[src/rtl/spi_reg_bridge.sv]
// SPI byte stream to register bus: command byte {RnW, Addr[6:0]} then data bytes.
// Define SPI_REG_BRIDGE_ERR_EN to build the saturating protocol error counter.
module spi_reg_bridge #(
    parameter int AUTO_INC = 1,
    parameter int RD_LAT   = 1
) (
    input  logic       Clk,
    input  logic       Rst,
    input  logic       Rx_Valid,
    input  logic [7:0] Rx_Data,
    input  logic       Frame_Start,
    input  logic       Frame_End,
    output logic       Tx_Valid,
    output logic [7:0] Tx_Data,
    output logic [6:0] Reg_Addr,
    output logic       Reg_Wr_En,
    output logic [7:0] Reg_Wr_Data,
    output logic       Reg_Rd_En,
    input  logic [7:0] Reg_Rd_Data,
    output logic       Busy,
    output logic [7:0] Err_Cnt
);

    typedef enum logic [2:0] {
        S_IDLE,
        S_CMD,
        S_WR,
        S_RD_REQ,
        S_RD_WAIT,
        S_RD_DATA
    } state_e;

    localparam logic [1:0] LAT  = 2'(RD_LAT);
    localparam logic       AINC = (AUTO_INC != 0);

    state_e     state_q, state_d;
    logic [6:0] addr_q, addr_d;
    logic       wr_en_q, wr_en_d;
    logic [7:0] wr_data_q, wr_data_d;
    logic       rd_en_q, rd_en_d;
    logic       tx_valid_q, tx_valid_d;
    logic [7:0] tx_data_q, tx_data_d;
    logic [1:0] wait_q, wait_d;

    always_comb begin
        state_d    = state_q;
        addr_d     = addr_q;
        wr_en_d    = 1'b0;
        wr_data_d  = wr_data_q;
        rd_en_d    = 1'b0;
        tx_valid_d = 1'b0;
        tx_data_d  = tx_data_q;
        wait_d     = wait_q;

        // Address advances only after the strobe cycle has shown it.
        if (wr_en_q && AINC) begin
            addr_d = addr_q + 7'd1;
        end

        unique case (state_q)
            S_IDLE: begin
                if (Frame_Start) begin
                    state_d = S_CMD;
                end
            end
            S_CMD: begin
                if (Rx_Valid) begin
                    addr_d = Rx_Data[6:0];
                    if (Rx_Data[7]) begin
                        state_d = S_RD_REQ;
                        rd_en_d = 1'b1;
                    end else begin
                        state_d = S_WR;
                    end
                end
            end
            S_WR: begin
                if (Rx_Valid) begin
                    wr_en_d   = 1'b1;
                    wr_data_d = Rx_Data;
                end
            end
            S_RD_REQ: begin
                state_d = S_RD_WAIT;
                wait_d  = 2'd1;
            end
            S_RD_WAIT: begin
                if (wait_q == LAT) begin
                    tx_data_d  = Reg_Rd_Data;
                    tx_valid_d = 1'b1;
                    state_d    = S_RD_DATA;
                end else begin
                    wait_d = wait_q + 2'd1;
                end
            end
            S_RD_DATA: begin
                if (Rx_Valid) begin
                    if (AINC) begin
                        addr_d = addr_q + 7'd1;
                    end
                    state_d = S_RD_REQ;
                    rd_en_d = 1'b1;
                end
            end
            default: state_d = S_IDLE;
        endcase

        // Frame_End drops any pending read; a coincident write still goes out.
        if (Frame_End) begin
            state_d    = S_IDLE;
            rd_en_d    = 1'b0;
            tx_valid_d = 1'b0;
            tx_data_d  = tx_data_q;
        end

        if (Frame_Start && state_q != S_IDLE) begin
            state_d    = S_CMD;
            rd_en_d    = 1'b0;
            tx_valid_d = 1'b0;
            tx_data_d  = tx_data_q;
        end
    end

    always_ff @(posedge Clk) begin
        if (Rst) begin
            state_q    <= S_IDLE;
            addr_q     <= '0;
            wr_en_q    <= 1'b0;
            wr_data_q  <= '0;
            rd_en_q    <= 1'b0;
            tx_valid_q <= 1'b0;
            tx_data_q  <= '0;
            wait_q     <= '0;
        end else begin
            state_q    <= state_d;
            addr_q     <= addr_d;
            wr_en_q    <= wr_en_d;
            wr_data_q  <= wr_data_d;
            rd_en_q    <= rd_en_d;
            tx_valid_q <= tx_valid_d;
            tx_data_q  <= tx_data_d;
            wait_q     <= wait_d;
        end
    end

    assign Tx_Valid    = tx_valid_q;
    assign Tx_Data     = tx_data_q;
    assign Reg_Addr    = addr_q;
    assign Reg_Wr_En   = wr_en_q;
    assign Reg_Wr_Data = wr_data_q;
    assign Reg_Rd_En   = rd_en_q;
    assign Busy        = (state_q != S_IDLE);

`ifdef SPI_REG_BRIDGE_ERR_EN
    logic       err_evt;
    logic [7:0] err_q;

    // Restart mid-frame, or a frame closed before any command byte.
    assign err_evt = (Frame_Start && state_q != S_IDLE)
                   || (Frame_End && state_q == S_CMD && !Rx_Valid);

    always_ff @(posedge Clk) begin
        if (Rst) begin
            err_q <= '0;
        end else if (err_evt && err_q != 8'hFF) begin
            err_q <= err_q + 8'd1;
        end
    end

    assign Err_Cnt = err_q;
`else
    assign Err_Cnt = '0;
`endif

endmodule

[config.mk]
export PLATFORM = sky130hd
export DESIGN_NAME = spi_reg_bridge
export DESIGN_NICKNAME = d
export VERILOG_FILES = /design/src/rtl/spi_reg_bridge.sv
export SDC_FILE = /design/constraint.sdc
export NUM_CORES = 1
export LEC_CHECK = 0
export ABC_AREA = 1
export CAP_MARGIN = 20
export CORE_ASPECT_RATIO = 0.7
export CORE_MARGIN = 5
export CORE_UTILIZATION = 41
export CTS_BUF_LIST = sky130_fd_sc_hd__clkbuf_16
export CTS_CLUSTER_DIAMETER = 200
export DETAILED_ROUTE_END_ITERATION = 6
export GPL_TIMING_DRIVEN = 0
export PLACE_DENSITY_LB_ADDON = 0.1
export SLEW_MARGIN = 20
export SYNTH_ARGS = -nofsm -noshare
export SYNTH_HDL_FRONTEND = slang
export SYNTH_SLANG_ARGS = --single-unit
[constraint.sdc]
create_clock -name Clk -period 1.38 [get_ports Clk]
set_input_delay 0.414 -clock Clk [delete_from_list [all_inputs] [get_ports Clk]]
set_output_delay 0.414 -clock Clk [all_outputs]
set_load 0.02 [all_outputs]
==> Implementation_results.wiki <==
{| class="wikitable"
! Metric !! Value
|-
| Fin Clk Skew || 0.00553 ns
|-
| Failing checks || negative setup slack
|-
| Cell at the root of the clock tree || sky130_fd_sc_hd__clkbuf_16
|-
| Synthesized area || 0.00170 sq mm
|-
| Net Sw Frac || 30.4%
|-
| Minimum setup slack among reg-to-reg paths || -0.05 ns
|-
| Starting Density || 42.9%
|-
| Tmin final || 1.43 ns
|-
| Min-Delay Path Class || flop to flop
|-
| Hold path cells || 1
|-
| Post-route cell area || 0.00278 sq mm
|-
| Max-cap violation count || 0
|-
| Maximum number of pins on one net before global-route repair || 11
|-
| Flip-flop and latch area || 644 sq um
|-
| GRT Residual Overflow || 0
|-
| RR Endpoint || Reg_Addr[5]$_SDFF_PP0_
|-
| Most used flip-flop cell after synthesis || sky130_fd_sc_hd__dfxtp_1
|-
| Routed vias || 1965
|-
| Clock transition at the registers of the reported paths || 0.05 ns
|-
| Routed vias/inst || 5.17
|-
| Mean instance size in the synthesized netlist || 6.78 sq um
|-
| Maximum net fanout on the critical path || 4
|-
| Proportion of power drawn by combinational gates || 25.4%
|-
| Total count of hold-check failures in the final report || 0
|-
| Filler cell count in the final layout || 327
|-
| Setup repair after global routing missed its margin || yes
|-
| Clock tree from TritonCTS || done
|-
| Pwr/cell area || 1090 mW/mm^2
|-
| Number of rows in the core area || 19
|-
| Ports placed on the boundary || 56
|-
| Launch instance of the worst min-delay path || wait_q[0]$_SDFFE_PP0P_
|-
| Core footprint || 0.00397 sq mm
|-
| Cells on worst reg2reg path || 11
|-
| Share of the cycle needed by the critical path after routing || 103%
|-
| Sequential share of the synthesized area || 36.4%
|-
| Async S/R FF share, synth || 0%
|-
| Share of cells above drive strength 1 || 30.5%
|-
| Utilization of the core after routing || 70.1%
|-
| Antenna violations before repair || 0
|-
| Cell count after synthesis || 251
|-
| Type of element capturing the critical path || flop
|-
| Clock Power Share || 41.1%
|-
| Die ar. || 0.00556 sq mm
|-
| Final count of pins violating max slew || 0
|-
| Growth of design area from synthesis to finish || 63.4%
|-
| Number of design-rule violations left by the first detailed-router iteration || 141
|-
| Number of sinks driven by the clock tree || 31
|-
| Hold Path End || wait_q[0]$_SDFFE_PP0P_
|-
| Number of flops mapped to enable cells by yosys || 0
|-
| Number of detailed-route iterations in the first pass || 5
|-
| Wire length of the first global-routing pass || 8100 um
|-
| Sequential share of power || 33.5%
|-
| Final critical-path setup slack || -0.0463 ns
|-
| Number of global-route vias before repair || 1694
|-
| Buffer depth of the longest clock path || 2
|-
| Routability-driven placement congestion ratio || 0.838
|-
| CTS H-tree depth || 2
|-
| Data arrival time of the critical path || 1.66 ns
|-
| Number of design rule violations left after detail routing || 0
|-
| Final setup violation count || 5
|-
| Total Routing Usage GR || 18.1%
|-
| Peak ir drop on the vdd network || 0.000763 V
|-
| Peak clock frequency supported by timing || 701 MHz
|-
| Multi-input gate area in the final layout || 0.00111 sq mm
|-
| Vertical die dimension || 63.9 um
|-
| WL final || 5470 um
|-
| Die width || 87.0 um
|-
| Final net count || 350
|-
| Total leakage power || 0.00129 uW
|-
| Number of CTS-inserted buffers || 5
|-
| Placed wire-length estimate || 3490 um
|-
| Launching element type of the critical path || flop
|-
| Diodes inserted || 0
|-
| Final hold slack || 0.468 ns
|-
| Remaining antenna violation count || 0
|-
| Wire length per cell after detailed routing || 14.4 um
|-
| Cell internal pwr || 2110 uW
|-
| Switching power || 925 uW
|-
| Number of warnings issued by yosys || 0
|-
| Count of cell types in the netlist || 33
|-
| Insertion delay of the later-clocked pin in the worst-skew pair || 0.28 ns
|-
| Area of placed instances || 0.00227 sq mm
|-
| Critical path start-end classification || flop to flop
|-
| Total power || 3040 uW
|-
| Critical R2R Launch || Reg_Addr[0]$_SDFF_PP0_
|-
| Data required time at the worst endpoint || 1.61 ns
|-
| Run status || finished with violations
|-
| Number of storage elements in the synthesis netlist || 31
|-
| Buffers added on ports || 47
|}
-- synthesized netlist by cell type (2+ instances only) --
| library cell | instances | area share, % |
|---|---|---|
| sky130_fd_sc_hd__inv_1 | 25 | 5.5 |
| sky130_fd_sc_hd__nand2_1 | 58 | 13 |
| sky130_fd_sc_hd__a211oi_1 | 2 | 0.88 |
| sky130_fd_sc_hd__nor2_1 | 29 | 6.4 |
| sky130_fd_sc_hd__nor2_2 | 2 | 0.73 |
| sky130_fd_sc_hd__dfxtp_1 | 31 | 36 |
| sky130_fd_sc_hd__nor2_4 | 4 | 2.6 |
| sky130_fd_sc_hd__nor3_2 | 2 | 1.2 |
| sky130_fd_sc_hd__o211ai_1 | 2 | 0.88 |
| sky130_fd_sc_hd__inv_2 | 5 | 1.1 |
| sky130_fd_sc_hd__o21ai_2 | 3 | 1.5 |
| sky130_fd_sc_hd__o21ai_0 | 9 | 2.6 |
| sky130_fd_sc_hd__clkbuf_1 | 3 | 0.66 |
| sky130_fd_sc_hd__o21bai_1 | 3 | 1.3 |
| sky130_fd_sc_hd__nand3_1 | 32 | 9.4 |
| sky130_fd_sc_hd__o21ai_1 | 13 | 3.8 |
| sky130_fd_sc_hd__buf_4 | 8 | 3.5 |
| sky130_fd_sc_hd__ha_1 | 2 | 1.5 |
| sky130_fd_sc_hd__a21oi_1 | 4 | 1.2 |
-- power by group through the flow --
stage	logic, uW	clock network, uW	registers [uW]
after detailed placement	609	0	1010
after global placement	603	0	1010
final	771	1250	1020
after global routing	838	1290	1030
after floorplan	364	0	1040
after CTS	647	1250	1010
-- layer usage --
metal	vias up	part of all wire, %	GRT usage, %	routed length (um)
li1	953	-	-	-
met1	928	47	27.6	2590
met2	74	44	25.6	2410
met3	10	7.3	4.62	400
met4	0	1.3	2.92	73
met5	-	0	0	0
-- worst max path at each step --
stage / start / end / cells after the start
global placement: Rx_Valid / Reg_Wr_Data[3]$_SDFFE_PP0P_ / 6
global route: Reg_Addr[0]$_SDFF_PP0_ / Reg_Addr[6]$_SDFF_PP0_ / 11
finish: Reg_Addr[0]$_SDFF_PP0_ / Reg_Addr[5]$_SDFF_PP0_ / 11
CTS: Reg_Addr[0]$_SDFF_PP0_ / Reg_Addr[6]$_SDFF_PP0_ / 10
detailed placement: Rx_Valid / Reg_Wr_Data[4]$_SDFFE_PP0P_ / 6
floorplan: Reg_Addr[1]$_SDFF_PP0_ / Reg_Addr[4]$_SDFF_PP0_ / 10
-- cell usage in the layout (no fill, tap or decap), types with 3 or more instances in the layout --
| cell | netlist | routed |
|---|---|---|
| sky130_fd_sc_hd__conb_1 | 1 | 8 |
| sky130_fd_sc_hd__a21oi_1 | 4 | 4 |
| sky130_fd_sc_hd__o21ai_1 | 13 | 15 |
| sky130_fd_sc_hd__clkbuf_16 | 0 | 5 |
| sky130_fd_sc_hd__clkbuf_2 | 0 | 4 |
| sky130_fd_sc_hd__buf_4 | 8 | 20 |
| sky130_fd_sc_hd__nand3_2 | 1 | 12 |
| sky130_fd_sc_hd__o21ai_2 | 3 | 4 |
| sky130_fd_sc_hd__o21ai_0 | 9 | 5 |
| sky130_fd_sc_hd__inv_4 | 1 | 3 |
| sky130_fd_sc_hd__nand2_1 | 58 | 53 |
| sky130_fd_sc_hd__inv_2 | 5 | 4 |
| sky130_fd_sc_hd__nor2_1 | 29 | 23 |
| sky130_fd_sc_hd__dfxtp_4 | 0 | 6 |
| sky130_fd_sc_hd__clkdlybuf4s50_1 | 0 | 17 |
| sky130_fd_sc_hd__nor2_4 | 4 | 10 |
| sky130_fd_sc_hd__clkdlybuf4s15_1 | 0 | 11 |
| sky130_fd_sc_hd__nand3_1 | 32 | 20 |
| sky130_fd_sc_hd__nand2_2 | 1 | 5 |
| sky130_fd_sc_hd__clkbuf_4 | 0 | 3 |
| sky130_fd_sc_hd__dfxtp_1 | 31 | 24 |
| sky130_fd_sc_hd__inv_1 | 25 | 22 |
| sky130_fd_sc_hd__dlygate4sd2_1 | 0 | 11 |
| sky130_fd_sc_hd__buf_6 | 0 | 3 |
-- kinds of logic after synthesis --
group	Yosys count	share of synthesized area (%)
compound gates	41	14.6
xor+xnor	1	0.514
fa+ha+maj	2	1.47
buf+inv	44	11.7
flops	31	36.4
other cells	1	0.220
simple gates	131	35.0
-- what timing repair did --
item | in CTS | in global routing
hold endpoints to repair | 0 | 0
pin swaps | 6 | 24
hold buffers | 0 | 0
buffers inserted | 7 | 7
setup endpoints to repair | 56 | 33
gates cloned | 0 | 1
resized for setup | 73 | 61
-- cell type report --
cell class                 instances  share of cell area [%]
tap                               52                    2.34
timing repair buffer              61                    20.3
clock inverter                     3                    1.39
clock buffer                       5                    4.50
sequential                        31                    23.2
inverter                          31                    4.81
buffer                            13                    3.55
multi-input combinational        184                    40.0
-- worst max-delay path: stages, from the launching register on --
cell and delay (ns):
sky130_fd_sc_hd__dfxtp_4 0.37, sky130_fd_sc_hd__buf_4 0.13, sky130_fd_sc_hd__nand2_1 0.07, sky130_fd_sc_hd__nor2_2 0.17
sky130_fd_sc_hd__nand3_1 0.11, sky130_fd_sc_hd__nand3_1 0.13, sky130_fd_sc_hd__nand3_2 0.09, sky130_fd_sc_hd__nand2_1 0.07
sky130_fd_sc_hd__nand2_1 0.06, sky130_fd_sc_hd__nand3_2 0.07, sky130_fd_sc_hd__nand2_1 0.06, sky130_fd_sc_hd__inv_1 0.05
-- metrics by stage --
step | cells | worst slack, ns | setup TNS, ns
floorplan | 258 | 0.0134 | 0
global placement | 357 | -0.670 | -15.47
detailed placement | 357 | -0.681 | -16.16
CTS | 372 | -0.0374 | -0.0567
global route | 380 | -0.130 | -0.863
finish | 380 | -0.0463 | -0.159
-- state kept, by name (all words and copies together) (netlist names) --
register     count
Reg_Addr         7
Reg_Rd_En        1
Reg_Wr_Data      8
Reg_Wr_En        1
Tx_Data          8
Tx_Valid         1
state_q          3
wait_q           2
(Power assumes the default switching activity.)
==> RTL edit: new RTL, config.mk and constraints unchanged <==
Register the input `Rx_Data` before use, with the module's reset. The logic sees it one clock later. The other inputs are not delayed to match.
--- a/src/rtl/spi_reg_bridge.sv
+++ b/src/rtl/spi_reg_bridge.sv
@@ -34,4 +34,14 @@
     localparam logic       AINC = (AUTO_INC != 0);
 
+    logic [7:0] Rx_Data_q;
+
+    always_ff @(posedge Clk) begin
+        if (Rst) begin
+            Rx_Data_q <= '0;
+        end else begin
+            Rx_Data_q <= Rx_Data;
+        end
+    end
+
     state_e     state_q, state_d;
     logic [6:0] addr_q, addr_d;
@@ -66,6 +76,6 @@
             S_CMD: begin
                 if (Rx_Valid) begin
-                    addr_d = Rx_Data[6:0];
-                    if (Rx_Data[7]) begin
+                    addr_d = Rx_Data_q[6:0];
+                    if (Rx_Data_q[7]) begin
                         state_d = S_RD_REQ;
                         rd_en_d = 1'b1;
@@ -78,5 +88,5 @@
                 if (Rx_Valid) begin
                     wr_en_d   = 1'b1;
-                    wr_data_d = Rx_Data;
+                    wr_data_d = Rx_Data_q;
                 end
             end
Behaviour: not the same (Yosys sat finds a counterexample within 4 cycles, from zero or initial values and one cycle with Rst high).
==> RTL edit against the unedited design <==
  * Area after synthesis increased by 14%
  * Cell area increased by 3.9%
  * Sequential share of layout area increased by 4.7 points
  * Sequential cell count increased by 8
  * Largest cell class unchanged
  * Final cell count increased by 6.6%
  * Total power increased by 1.8%
  * Count of clock-buffer cells in the layout unchanged
  * The run still ends with negative setup slack left
  * Wire length decreased by 2.9%
  * Worst setup slack improved by 0.011 ns
==> RTL edit: results (changes against the unedited design) <==
Worst Hold Path EP = Reg_Wr_Data[5] (was wait_q[0])
Reg-to-Reg End = Reg_Addr[4] (was Reg_Addr[5])
routability cong. = 0.885 (was 0.838)
failing checks = negative setup slack (unchanged)
number of global-route vias before repair = 1,792 (was 1,694)
final worst setup slack = -0.0351 ns (was -0.0463 ns)
static leakage = 1.37 nW (was 1.29 nW)
HP Start = Rx_Data_q[5] (was wait_q[0])
top_reg_cell synth = dfxtp_1 (unchanged)
Initial DRC Count = 142 (was 141)
Async SR Flop Fraction = 0 (unchanged)
clk buf depth = 2 (unchanged)
PwrDens = 1070 nW/µm² (was 1090 nW/µm²)
drt via density = 4.91 (was 5.17)
Critical Path Start = state_q[2] (was Reg_Addr[0])
post-synthesis sequential area ratio = 0.401 (was 0.364)
status = complete, but fails checks (unchanged)
Inst Count DP = 387 (was 357)
Ys Warns = 0 (unchanged)
Hold Path Stages = 2 (was 1)
Crit Path Max Fanout = 5 (was 4)
Fillers = 438 (was 327)
DRT Pass-1 Iters = 5 (unchanged)
Num CTS Buffers = 5 (unchanged)
Net Sw Power = 0.836 mW (was 0.925 mW)
Distinct cells, synth = 31 (was 33)
post-DP HPWL = 3600 µm (was 3490 µm)
pre-CTS setup slack = -0.565 ns (was -0.681 ns)
Synth top cells by count = nand2_1 (56), dfxtp_1 (39), inv_1 (36) (was nand2_1 (58), nand3_1 (32), dfxtp_1 (31))
Clock Skew = 0.00313 ns (was 0.00553 ns)
vias = 1,990 (was 1,965)
htree depth = 2 (unchanged)
FF-to-FF setup slack = -0.01 ns (was -0.05 ns)
Avg WL per Cell = 13.1 µm (was 14.4 µm)
end of the critical path = Busy (was Reg_Addr[5])
setup tns final = -0.0484 ns (was -0.159 ns)
Comb power frac = 0.179 (was 0.254)
worst flop-to-flop path startpoint = Reg_Addr[0] (unchanged)
Clk. pwr = 1.32 mW (was 1.25 mW)
Syn Area/Cell = 7.05 µm² (was 6.78 µm²)
largest cells by area after synthesis = dfxtp_1 (40%), nand2_1 (11%), nand3_1 (8.0%) (was dfxtp_1 (36%), nand2_1 (13%), nand3_1 (9.4%))
Clock transition at path regs = 0.06 ns
PortBufs = 47 (unchanged)
clk_lat worst skew = 0.28 ns (about the same)
share of cells above drive strength 1 = 0.282 (was 0.305)
first-pass GRT wire length = 8380 µm (was 8100 µm)
drt drc = 0 (unchanged)
Clock Power Share = 0.427 (was 0.411)
cts hold-fix bufs = 0 (unchanged)
endpoints failing setup = 2 (was 5)
GRT Util Overall = 0.172 (was 0.181)
cells on worst reg2reg path = 10 (was 11)
initial antenna violation count = 0 (unchanged)
# diodes = 0 (unchanged)
Hold Slack = 0.454 ns (was 0.468 ns)
largest net degree at the start of global routing = 14 (was 11)
Peak supply drop = 595 µV (was 763 µV)
area of placed instances = 2520 µm² (was 2270 µm²)
nets@finish = 370 (was 350)
-- RTL edit: changes by cell type in the layout (fill, tap and decap cells not counted), sizes merged, moves of 2 or more --
cell,change
nor2,+4
dlygate4sd2,-6
clkbuf,+7
o21ai,+2
buf,-5
inv,+14
dfxtp,+8
nand2,-5
-- RTL edit: per-layer routing --
metal | vias up | track usage | wire [µm] | part of all wire
li1 | 1013 | - | - | -
met1 | 883 | 0.229 | 2430 | 0.46
met2 | 86 | 0.273 | 2370 | 0.45
met3 | 8 | 0.0535 | 454 | 0.085
met4 | 0 | 0.0444 | 62 | 0.012
met5 | - | 0 | 0 | 0
-- RTL edit: what timing repair did --
| item | in CTS | in global routing |
|---|---|---|
| gates cloned | 1 | 0 |
| pin swaps | 4 | 16 |
| buffers inserted | 4 | 5 |
| endpoints found under the hold margin | 0 | 0 |
| setup endpoints to repair | 63 | 39 |
| resized for setup | 70 | 71 |
-- RTL edit: layout make-up --
| type | instances | area share |
|---|---|---|
| timing repair buffer | 56 | 0.173 |
| tap | 57 | 0.0247 |
| sequential | 39 | 0.279 |
| inverter | 44 | 0.0615 |
| buffer | 14 | 0.0355 |
| clock inverter | 3 | 0.0147 |
| multi-input combinational | 187 | 0.368 |
| clock buffer | 5 | 0.0433 |
-- RTL edit: logic make-up after synthesis --
family | count (synthesis) | share of synthesized area
other | 1 | 0.00193
buffers and inverters | 58 | 0.132
AND/OR/NAND/NOR | 129 | 0.303
AO/OA/AOI/OAI | 46 | 0.145
XOR/XNOR | 1 | 0.00450
adder cells (fa/ha/maj) | 2 | 0.0129
flip-flops | 39 | 0.401
-- RTL edit: worst max-delay path: stages, from the launching register on --
cell and delay [ns]:
dfxtp_4 0.36, nor2_4 0.15, nand2_1 0.08, buf_6 0.13
